## src/rtl/pipe_pkg.sv

```systemverilog
`default_nettype none
// ============================================================================
// Module      : pipe_pkg
// Description : Shared types and constants for the RV32 ID/EX pipeline
//               register: packed control bundle, bubble encoding and
//               ResultSrc encodings.
// Revision    : 1.0 - initial release
// ============================================================================
package pipe_pkg;

    localparam int ALU_CTRL_W = 4;

    // ResultSrc encodings selecting the value written back to the register file
    localparam logic [1:0] RESULT_ALU = 2'b00;
    localparam logic [1:0] RESULT_MEM = 2'b01;
    localparam logic [1:0] RESULT_PC4 = 2'b10;

    typedef struct packed {
        logic                  RegWrite;
        logic [1:0]            ResultSrc;
        logic                  MemWrite;
        logic                  Jump;
        logic                  Branch;
        logic [ALU_CTRL_W-1:0] ALUControl;
        logic                  ALUSrc;
        logic                  JALR;
    } ctrl_t;

    // All-zero control word: an instruction that changes no architectural state
    localparam ctrl_t CTRL_NOP = '0;

endpackage : pipe_pkg
`default_nettype wire

```

## src/rtl/idex_reg_hz_if.sv

```systemverilog
`default_nettype none
// ============================================================================
// Module      : idex_reg_hz_if
// Description : D-side inputs, hazard controls, E-side outputs and counters
//               of the ID/EX pipeline register, bundled as one interface.
// Revision    : 1.0 - initial release
// ============================================================================
interface idex_reg_hz_if
    import pipe_pkg::*;
#(
    parameter int DATA_WIDTH = 32,
    parameter int REG_ADDR_W = 5,
    parameter int CNT_WIDTH  = 16
);
    // Hazard controls
    logic                  StallE;
    logic                  FlushE;
    logic                  CntClr;

    // Decode-stage side
    logic                  ValidD;
    ctrl_t                 CtrlD;
    logic [2:0]            funct3D;
    logic [REG_ADDR_W-1:0] Rs1D;
    logic [REG_ADDR_W-1:0] Rs2D;
    logic [REG_ADDR_W-1:0] RdD;
    logic [DATA_WIDTH-1:0] PCD;
    logic [DATA_WIDTH-1:0] PCPlus4D;
    logic [DATA_WIDTH-1:0] RD1D;
    logic [DATA_WIDTH-1:0] RD2D;
    logic [DATA_WIDTH-1:0] ImmExtD;

    // Execute-stage side
    logic                  ValidE;
    ctrl_t                 CtrlE;
    logic [2:0]            funct3E;
    logic [REG_ADDR_W-1:0] Rs1E;
    logic [REG_ADDR_W-1:0] Rs2E;
    logic [REG_ADDR_W-1:0] RdE;
    logic [DATA_WIDTH-1:0] PCE;
    logic [DATA_WIDTH-1:0] PCPlus4E;
    logic [DATA_WIDTH-1:0] RD1E;
    logic [DATA_WIDTH-1:0] RD2E;
    logic [DATA_WIDTH-1:0] ImmExtE;

    // Performance counters
    logic [CNT_WIDTH-1:0]  StallCount;
    logic [CNT_WIDTH-1:0]  BubbleCount;

    // Producer of D-stage values and hazard controls
    modport master (
        output StallE, FlushE, CntClr,
        output ValidD, CtrlD, funct3D, Rs1D, Rs2D, RdD,
        output PCD, PCPlus4D, RD1D, RD2D, ImmExtD,
        input  ValidE, CtrlE, funct3E, Rs1E, Rs2E, RdE,
        input  PCE, PCPlus4E, RD1E, RD2E, ImmExtE,
        input  StallCount, BubbleCount
    );

    // The pipeline register itself
    modport slave (
        input  StallE, FlushE, CntClr,
        input  ValidD, CtrlD, funct3D, Rs1D, Rs2D, RdD,
        input  PCD, PCPlus4D, RD1D, RD2D, ImmExtD,
        output ValidE, CtrlE, funct3E, Rs1E, Rs2E, RdE,
        output PCE, PCPlus4E, RD1E, RD2E, ImmExtE,
        output StallCount, BubbleCount
    );

endinterface : idex_reg_hz_if
`default_nettype wire

```

## src/rtl/sat_counter.sv

```systemverilog
`default_nettype none
// ============================================================================
// Module      : sat_counter
// Description : Saturating up-counter with synchronous clear; clear wins over
//               a same-cycle increment, and the count sticks at all-ones.
// Revision    : 1.0 - initial release
// ============================================================================
module sat_counter #(
    parameter int W = 16
) (
    input  wire logic         clk,
    input  wire logic         rst,
    input  wire logic         clr,
    input  wire logic         inc,
    output logic [W-1:0]      count
);

    // Count events, holding at the maximum instead of wrapping
    always_ff @(posedge clk) begin
        if (rst || clr) begin
            count <= '0;
        end else if (inc && (count != '1)) begin
            count <= count + W'(1);
        end
    end

endmodule : sat_counter
`default_nettype wire

```

## src/rtl/idex_reg_hz.sv

```systemverilog
`default_nettype none
// ============================================================================
// Module      : idex_reg_hz
// Description : ID/EX pipeline register with stall (hold), flush (bubble),
//               valid tracking and saturating stall/bubble counters.
// Revision    : 1.0 - initial release
// ============================================================================
module idex_reg_hz
    import pipe_pkg::*;
#(
    parameter int DATA_WIDTH          = 32,
    parameter int REG_ADDR_W          = 5,
    parameter int CNT_WIDTH           = 16,
    parameter bit CLEAR_DATA_ON_FLUSH = 1'b0
) (
    input  wire logic     clk,
    input  wire logic     rst,
    idex_reg_hz_if.slave  bus
);

    // A flush overrides a stall, so only a flush-free stall counts as a stall
    logic w_stall_inc;
    assign w_stall_inc = bus.StallE & ~bus.FlushE;

    // Pipeline fields: rst > flush > stall (hold) > load
    always_ff @(posedge clk) begin
        if (rst) begin
            bus.ValidE   <= 1'b0;
            bus.CtrlE    <= CTRL_NOP;
            bus.funct3E  <= '0;
            bus.Rs1E     <= '0;
            bus.Rs2E     <= '0;
            bus.RdE      <= '0;
            bus.PCE      <= '0;
            bus.PCPlus4E <= '0;
            bus.RD1E     <= '0;
            bus.RD2E     <= '0;
            bus.ImmExtE  <= '0;
        end else if (bus.FlushE) begin
            // Bubble: everything that can change state or trigger forwarding is cleared
            bus.ValidE  <= 1'b0;
            bus.CtrlE   <= CTRL_NOP;
            bus.funct3E <= '0;
            bus.Rs1E    <= '0;
            bus.Rs2E    <= '0;
            bus.RdE     <= '0;
            if (CLEAR_DATA_ON_FLUSH) begin
                bus.PCE      <= '0;
                bus.PCPlus4E <= '0;
                bus.RD1E     <= '0;
                bus.RD2E     <= '0;
                bus.ImmExtE  <= '0;
            end else begin
                bus.PCE      <= bus.PCD;
                bus.PCPlus4E <= bus.PCPlus4D;
                bus.RD1E     <= bus.RD1D;
                bus.RD2E     <= bus.RD2D;
                bus.ImmExtE  <= bus.ImmExtD;
            end
        end else if (!bus.StallE) begin
            // An invalid instruction is neutered so it can never write RF or memory
            bus.ValidE   <= bus.ValidD;
            bus.CtrlE    <= bus.ValidD ? bus.CtrlD : CTRL_NOP;
            bus.funct3E  <= bus.funct3D;
            bus.Rs1E     <= bus.Rs1D;
            bus.Rs2E     <= bus.Rs2D;
            bus.RdE      <= bus.ValidD ? bus.RdD : '0;
            bus.PCE      <= bus.PCD;
            bus.PCPlus4E <= bus.PCPlus4D;
            bus.RD1E     <= bus.RD1D;
            bus.RD2E     <= bus.RD2D;
            bus.ImmExtE  <= bus.ImmExtD;
        end
    end

    sat_counter #(.W(CNT_WIDTH)) u_stall_cnt (
        .clk   (clk),
        .rst   (rst),
        .clr   (bus.CntClr),
        .inc   (w_stall_inc),
        .count (bus.StallCount)
    );

    sat_counter #(.W(CNT_WIDTH)) u_bubble_cnt (
        .clk   (clk),
        .rst   (rst),
        .clr   (bus.CntClr),
        .inc   (bus.FlushE),
        .count (bus.BubbleCount)
    );

endmodule : idex_reg_hz
`default_nettype wire

```

## src/flat_wrapper.sv

```systemverilog
// flat-port wrapper written by rule: the top's interface ports become plain ports
module idex_reg_hz_flat import pipe_pkg::*;
#(
    parameter int DATA_WIDTH          = 32,
    parameter int REG_ADDR_W          = 5,
    parameter int CNT_WIDTH           = 16,
    parameter bit CLEAR_DATA_ON_FLUSH = 1'b0
)
  (clk, rst, bus_StallE, bus_FlushE, bus_CntClr, bus_ValidD, bus_CtrlD, bus_funct3D, bus_Rs1D, bus_Rs2D, bus_RdD, bus_PCD, bus_PCPlus4D, bus_RD1D, bus_RD2D, bus_ImmExtD, bus_ValidE, bus_CtrlE, bus_funct3E, bus_Rs1E, bus_Rs2E, bus_RdE, bus_PCE, bus_PCPlus4E, bus_RD1E, bus_RD2E, bus_ImmExtE, bus_StallCount, bus_BubbleCount);
  idex_reg_hz_if #(.DATA_WIDTH(DATA_WIDTH), .REG_ADDR_W(REG_ADDR_W), .CNT_WIDTH(CNT_WIDTH)) bus_i ();
  input  wire logic clk;
  input  wire logic rst;
  input wire logic [$bits(bus_i.StallE)-1:0] bus_StallE;
  input wire logic [$bits(bus_i.FlushE)-1:0] bus_FlushE;
  input wire logic [$bits(bus_i.CntClr)-1:0] bus_CntClr;
  input wire logic [$bits(bus_i.ValidD)-1:0] bus_ValidD;
  input wire logic [$bits(bus_i.CtrlD)-1:0] bus_CtrlD;
  input wire logic [$bits(bus_i.funct3D)-1:0] bus_funct3D;
  input wire logic [$bits(bus_i.Rs1D)-1:0] bus_Rs1D;
  input wire logic [$bits(bus_i.Rs2D)-1:0] bus_Rs2D;
  input wire logic [$bits(bus_i.RdD)-1:0] bus_RdD;
  input wire logic [$bits(bus_i.PCD)-1:0] bus_PCD;
  input wire logic [$bits(bus_i.PCPlus4D)-1:0] bus_PCPlus4D;
  input wire logic [$bits(bus_i.RD1D)-1:0] bus_RD1D;
  input wire logic [$bits(bus_i.RD2D)-1:0] bus_RD2D;
  input wire logic [$bits(bus_i.ImmExtD)-1:0] bus_ImmExtD;
  output wire logic [$bits(bus_i.ValidE)-1:0] bus_ValidE;
  output wire logic [$bits(bus_i.CtrlE)-1:0] bus_CtrlE;
  output wire logic [$bits(bus_i.funct3E)-1:0] bus_funct3E;
  output wire logic [$bits(bus_i.Rs1E)-1:0] bus_Rs1E;
  output wire logic [$bits(bus_i.Rs2E)-1:0] bus_Rs2E;
  output wire logic [$bits(bus_i.RdE)-1:0] bus_RdE;
  output wire logic [$bits(bus_i.PCE)-1:0] bus_PCE;
  output wire logic [$bits(bus_i.PCPlus4E)-1:0] bus_PCPlus4E;
  output wire logic [$bits(bus_i.RD1E)-1:0] bus_RD1E;
  output wire logic [$bits(bus_i.RD2E)-1:0] bus_RD2E;
  output wire logic [$bits(bus_i.ImmExtE)-1:0] bus_ImmExtE;
  output wire logic [$bits(bus_i.StallCount)-1:0] bus_StallCount;
  output wire logic [$bits(bus_i.BubbleCount)-1:0] bus_BubbleCount;
  assign bus_i.StallE = bus_StallE;
  assign bus_i.FlushE = bus_FlushE;
  assign bus_i.CntClr = bus_CntClr;
  assign bus_i.ValidD = bus_ValidD;
  assign bus_i.CtrlD = bus_CtrlD;
  assign bus_i.funct3D = bus_funct3D;
  assign bus_i.Rs1D = bus_Rs1D;
  assign bus_i.Rs2D = bus_Rs2D;
  assign bus_i.RdD = bus_RdD;
  assign bus_i.PCD = bus_PCD;
  assign bus_i.PCPlus4D = bus_PCPlus4D;
  assign bus_i.RD1D = bus_RD1D;
  assign bus_i.RD2D = bus_RD2D;
  assign bus_i.ImmExtD = bus_ImmExtD;
  assign bus_ValidE = bus_i.ValidE;
  assign bus_CtrlE = bus_i.CtrlE;
  assign bus_funct3E = bus_i.funct3E;
  assign bus_Rs1E = bus_i.Rs1E;
  assign bus_Rs2E = bus_i.Rs2E;
  assign bus_RdE = bus_i.RdE;
  assign bus_PCE = bus_i.PCE;
  assign bus_PCPlus4E = bus_i.PCPlus4E;
  assign bus_RD1E = bus_i.RD1E;
  assign bus_RD2E = bus_i.RD2E;
  assign bus_ImmExtE = bus_i.ImmExtE;
  assign bus_StallCount = bus_i.StallCount;
  assign bus_BubbleCount = bus_i.BubbleCount;
  idex_reg_hz #(.DATA_WIDTH(DATA_WIDTH), .REG_ADDR_W(REG_ADDR_W), .CNT_WIDTH(CNT_WIDTH), .CLEAR_DATA_ON_FLUSH(CLEAR_DATA_ON_FLUSH)) u_core (.clk(clk), .rst(rst), .bus(bus_i));
endmodule
```

## config.mk

```make
export PLATFORM = sky130hd
export DESIGN_NAME = idex_reg_hz_flat
export DESIGN_NICKNAME = d
export VERILOG_FILES = /design/src/rtl/pipe_pkg.sv /design/src/rtl/idex_reg_hz_if.sv /design/src/rtl/sat_counter.sv /design/src/rtl/idex_reg_hz.sv /design/src/flat_wrapper.sv
export SDC_FILE = /design/constraint.sdc
export NUM_CORES = 1
export LEC_CHECK = 0
export BUFFER_PORTS_ARGS = -buffer_cell sky130_fd_sc_hd__buf_2
export CORE_AREA = 8 8 159 161
export DETAILED_ROUTE_END_ITERATION = 10
export DIE_AREA = 0 0 167 169
export GPL_TIMING_DRIVEN = 1
export PLACE_DENSITY_LB_ADDON = 0.3
export SLEW_MARGIN = 10
export SYNTH_ARGS = -nofsm -noshare
export SYNTH_HDL_FRONTEND = slang
export SYNTH_SLANG_ARGS = --single-unit
export TNS_END_PERCENT = 1
```

## constraint.sdc

```tcl
create_clock -name clk -period 1.75 [get_ports clk]
set_clock_uncertainty 0.2 [all_clocks]
set_input_delay 0.4375 -clock clk [delete_from_list [all_inputs] [get_ports clk]]
set_output_delay 0.4375 -clock clk [all_outputs]
set_load 0.05 [all_outputs]
```

* Word-level counts from Yosys, hierarchy flattened
Cells that the tools add are included.
** Operators by class
- Bitwise operators :: 2
- Multiplexer cells :: 12
- Add/subtract/negate cells :: 2
- Equal/unequal tests :: 3
- Reduce and logical (&&, ||, !) cells :: 4
** Operators with widths (number)
- $mux 32 :: 10
- $add 16x1->16 const B :: 2
- $ne 16x16->1 const B :: 2
- $mux 12 :: 1
- $mux 5 :: 1
- $logic_and 1x1->1 :: 2
- $ne 2x1->1 const B :: 1
- $reduce_or 2->1 :: 1
- $and 1x1->1 :: 1
- $logic_or 1x1->1 :: 1
- $not 1->1 :: 1
** Word-level totals
- Flip-flop bits (word level) :: 223
- Output and inout bits :: 223

* Longest topological paths before layout
- Depth in word-level cells :: 3
- Mapped depth :: 7
- Depth with buffers taken out :: 5

* By module
From an unflattened synthesis, not the netlist that was laid out.
** Unflattened totals
- Cell total of the unflattened synthesis :: 990
- Area, all modules :: 8293.0 um2
** By module, submodules not included
- idex_reg_hz :: cells each 800, area each 6598.8 um2, instances 1
- sat_counter :: cells each 95, area each 847.1 um2, instances 2

* Least setup slack after synthesis
OpenSTA, ideal clock, no wires.
- Path kind :: register -> register
- From :: register u_core.u_bubble_cnt.count[0]
- To :: register u_core.u_bubble_cnt.count[14]
- Slack :: -432 ps
- Required time :: 1479 ps
- Data arrival time :: 1912 ps
- Cell stages (with the launch flop) :: 6
- Buffers on the path :: 0
- Period minus slack after synthesis :: 2182 ps
- Cells stage by stage :: dfxtp_1 -> ha_1 -> nand4_1 -> or3_1 -> or3_1 -> a21oi_1
** On the way
- Longest elaborated chain between the ends :: 2
- Elaborated cells on any way between the ends :: 3
- Classes of those cells :: add/sub: 1; eq/ne: 1; reduce/logical: 1
** RTL lines
- start, declared :: line sat_counter.sv:15 : output logic [W-1:0] count
- start signal, assigned :: line sat_counter.sv:23 : count <= count + W'(1);
- branches (longest 2 deep; another with $add 16x1->16)
Parallel ways; which one is timed is not known.
A chain may end at the register's enable or synchronous reset.

* Worst setup path after layout
- From :: register u_core.u_stall_cnt.count[0]
- To :: register u_core.u_stall_cnt.count[11]
** On the way
- Longest elaborated chain between the ends :: 2
- Elaborated cells on any way between the ends :: 3
- Classes of those cells :: add/sub: 1; eq/ne: 1; reduce/logical: 1
** RTL lines (line)
- start, declared :: sat_counter.sv:15
- start signal, assigned :: sat_counter.sv:23
- branches (longest 2 deep; another with $add 16x1->16)
Parallel ways; which one is timed is not known.

==> summary.txt <==
Global route
  – Total gr overflow: 0
  – Global-route wire length before repair: 51,800 um
  – Largest net degree at the start of global routing: 86
  – Initial antenna violation count: 2
  – Number of global-route vias before repair: roughly 9,900
  – Tot GR Track Use: 0.222

Drt
  – 1st-pass router iterations: 5
  – Post-detailed-route count of antenna-violating nets: 0
  – Met2 routed WL: 16,900 um
  – Detailed Route Iter0 Violations: 647
  – DRT Wirelength: 34,100 um
  – Max layer used: met4
  – WL met3: 3160 um
  – # DRC: 0
  – WL met1: 12,000 um
  – Vias per cell: 5.04
  – Via count: between 9,000 and 10,000
  – Routed len/inst: between 15 and 20 um

Clock tree
  – H-tree depth: 1
  – TritonCTS clock tree: done
  – Clock-pin slew on the worst setup and hold paths: 0.06 ns
  – Clock latency at the later pin of the worst-skew pair: 0.50 ns
  – CTS Buf Count: 25
  – Clock Path Buffers: 3
  – Clk sinks: 223
  – CTS root buffer: clkbuf_16

STA
  – Slew Viols, Final: 0
  – Setup TNS Final: -0.0599 ns
  – Final Setup Violations: 5
  – PnR worst setup slack: -0.0296 ns
  – Min cycle time layout: 1.78 ns
  – Worst-Margin Slew: ~0.58 ns
  – Final cycle utilization of the critical path: 1.02
  – Relative slew slack: 0.615
  – RSZ-0062 raised after global routing: true
  – Final Hold Vio Count: 0
  – Worst hold slack: approximately 0.026 ns
  – Fmax: 0.562 GHz

Job
  – Max cap viols: 0

Worst setup path
  – Crit path DAT: a little over 2 ns
  – RR Startpoint: u_core.u_stall_cnt.count[0]
  – Element type at the critical path end: register
  – R2R setup slack: -0.03 ns
  – Reg2reg path depth: 5
  – Max FO, Critical Path: 16
  – Crit path kind: reg2reg
  – CP Data Required Time: 1.99 ns
  – R2r endpoint: u_core.u_stall_cnt.count[11]
  – Startpoint types: register

Finish
  – Final Instance Area: 0.0145 mm2
  – Filler cells: 1,741
  – Reg area: 0.00454 mm2
  – Area of the multi-input gates: 0.00344 mm2
  – Layout area overhead: 78.9%
  – Most common cell after layout, fill and taps aside: nand2_1
  – Most frequent cells in the layout: nand2_1 (335), buf_4 (203), buf_2 (194), dfxtp_1 (189), dlygate4sd3_1 (187)
  – Fraction of layout cells with a size suffix above 1: 0.354
  – Final #Nets: 1,809

Logic synthesis
  – Syn avg cell area: roughly 8.2 um2
  – Syn Inst Count: 994
  – Syn Nets: around 1,200
  – Post-Syn Area: 0.00812 mm2
  – Post-synth cell types: 43
  – #FFs+latches synth: 223
  – Sequential fraction of the synthesis area: 0.550
  – Yosys warnings: 0

Placed design
  – GPL Wtd Cong: 0.868
  – HPWL after DPL: 21,100 um
  – Dpl cell area: 0.0109 mm2
  – Dpl ws: -0.188 ns
  – Number of port buffers: 418

Power and ir drop
  – Peak VDD IR: ~0.7 mV
  – Final Total Pwr: ~13 mW
  – LEAKAGE: 6.57 nW
  – PwrDens: around 890 mW/mm2

Status
  – Failing checks: setup timing
  – Status: complete, but fails checks

Die
  – Core Area: 0.0229 mm2
  – DIE AREA: ~0.028 mm2
  – Num rows: 56
  – Die W: about 170 um
  – Initial core utilization: 0.354
  – Chip Height: 169 um
  – Top-Level Pins: 419

Hold path
  – WHS Path Cells: 3
  – Hold endpoint: u_core.bus.PCPlus4E[20]
  – Hold_sp: bus_PCPlus4D[20]
  – Hold Path Class: in2reg
critical path, cell delays in order (launching register included):
cell and delay, ns:
dfxtp_4 0.37, ha_4 0.16, and3_4 0.17, and4_4 0.19, or3_2 0.48, a21oi_2 0.14
cell type report:
| class | count | share of cell area |
|---|---|---|
| repair buffers | 663 | 0.372 |
| flip-flops and latches | 223 | 0.313 |
| multi-input cells | 696 | 0.237 |
| clock buffers | 37 | 0.0496 |
| well taps | 290 | 0.0250 |
| clock inverters | 7 | 0.00267 |
| inverters | 2 | 0.000517 |
| diodes | 3 | 0.000517 |
report_power, final:
group / total, mW / switching, mW / internal, mW
clock: 4.90 / 2.07 / 2.84
combinational: 2.56 / 1.58 / 0.984
sequential: 5.46 / 0.152 / 5.31
total: 12.9 / 3.80 / 9.13
metal layers:
layer  up-vias  track usage
li1       4573            -
met1      4488        0.228
met2       480        0.393
met3       135       0.0734
met4         0        0.130
met5         -            0
synth_stat cells, drive strengths merged:
library cell,count,area [um2]
buf,21,110
o41ai,3,26.3
nand3b,1,7.51
ha,2,25.0
and3,4,25.0
a311o,1,11.3
and2b,1,7.51
a41oi,2,17.5
nand4,11,68.8
nor2b,1,6.26
a41o,2,20.0
o31a,1,8.76
nor4,3,18.8
mux2i,15,150
o21ai,14,70.1
or3,15,101
xor2,3,26.3
a21oi,179,896
and4,9,83.8
dfxtp,223,4460
o31ai,3,22.5
inv,2,7.51
nor3,5,25.0
nand3,10,50.1
o311ai,1,8.76
a22oi,17,128
clkbuf,52,198
and2,2,13.8
nand2,335,1260
nand2b,1,6.26
or4,2,15.0
xnor2,2,17.5
or2,2,12.5
nor2,41,154
o21a,1,7.51
a211oi,3,22.5
a31oi,4,25.0
metrics by stage:
stage | utilization | std cells
6_report | 0.634 | 1921
5_1_grt | 0.634 | 1920
4_1_cts | 0.625 | 1916
3_5_place_dp | 0.476 | 1684
3_3_place_gp | 0.476 | 1684
2_1_floorplan | - | 994
kinds of logic (layout without fill, tap and decap cells):
family,count (synthesis),count (layout),synth area share
AND/OR/NAND/NOR,443,443,0.228
multiplexers,15,15,0.0185
other,0,3,0
flip-flops,223,223,0.550
AO/OA/AOI/OAI,231,231,0.156
adder cells (fa/ha/maj),2,2,0.00308
XOR/XNOR,5,5,0.00540
buffers and inverters,75,709,0.0389
worst max-delay path by stage:
stage | endpoint | slack, ns | start | cells past startpoint
finish | u_core.u_stall_cnt.count[11] | -0.03 | u_core.u_stall_cnt.count[0] | 5
global route | u_core.u_stall_cnt.count[11] | -0.07 | u_core.u_stall_cnt.count[0] | 5
CTS | bus_StallCount[4] | -0.04 | u_core.u_stall_cnt.count[4] | 2
detailed placement | u_core.u_stall_cnt.count[13] | -0.19 | bus_FlushE | 5
global placement | u_core.u_stall_cnt.count[13] | -0.20 | bus_FlushE | 5
floorplan | u_core.u_bubble_cnt.count[14] | -0.08 | u_core.u_bubble_cnt.count[9] | 5
sequential cells by signal (all words and copies together) (netlist names), 12 cells and up:
| register | count |
|---|---|
| u_core.bus.RD2E | 32 |
| u_core.u_stall_cnt.count | 16 |
| u_core.u_bubble_cnt.count | 16 |
| u_core.bus.ImmExtE | 32 |
| u_core.bus.PCE | 32 |
| u_core.bus.RD1E | 32 |
| u_core.bus.PCPlus4E | 32 |
| u_core.bus.CtrlE | 12 |
timing repair:
action / CTS / global route
pin swaps: 5 / 2
setup buffers: 1 / 2
endpoints found under the hold margin: 187 / 0
setup endpoints to repair: 221 / 73
resized for setup: 276 / 59
hold buffers: 187 / 0
(Power assumes the default switching activity.)
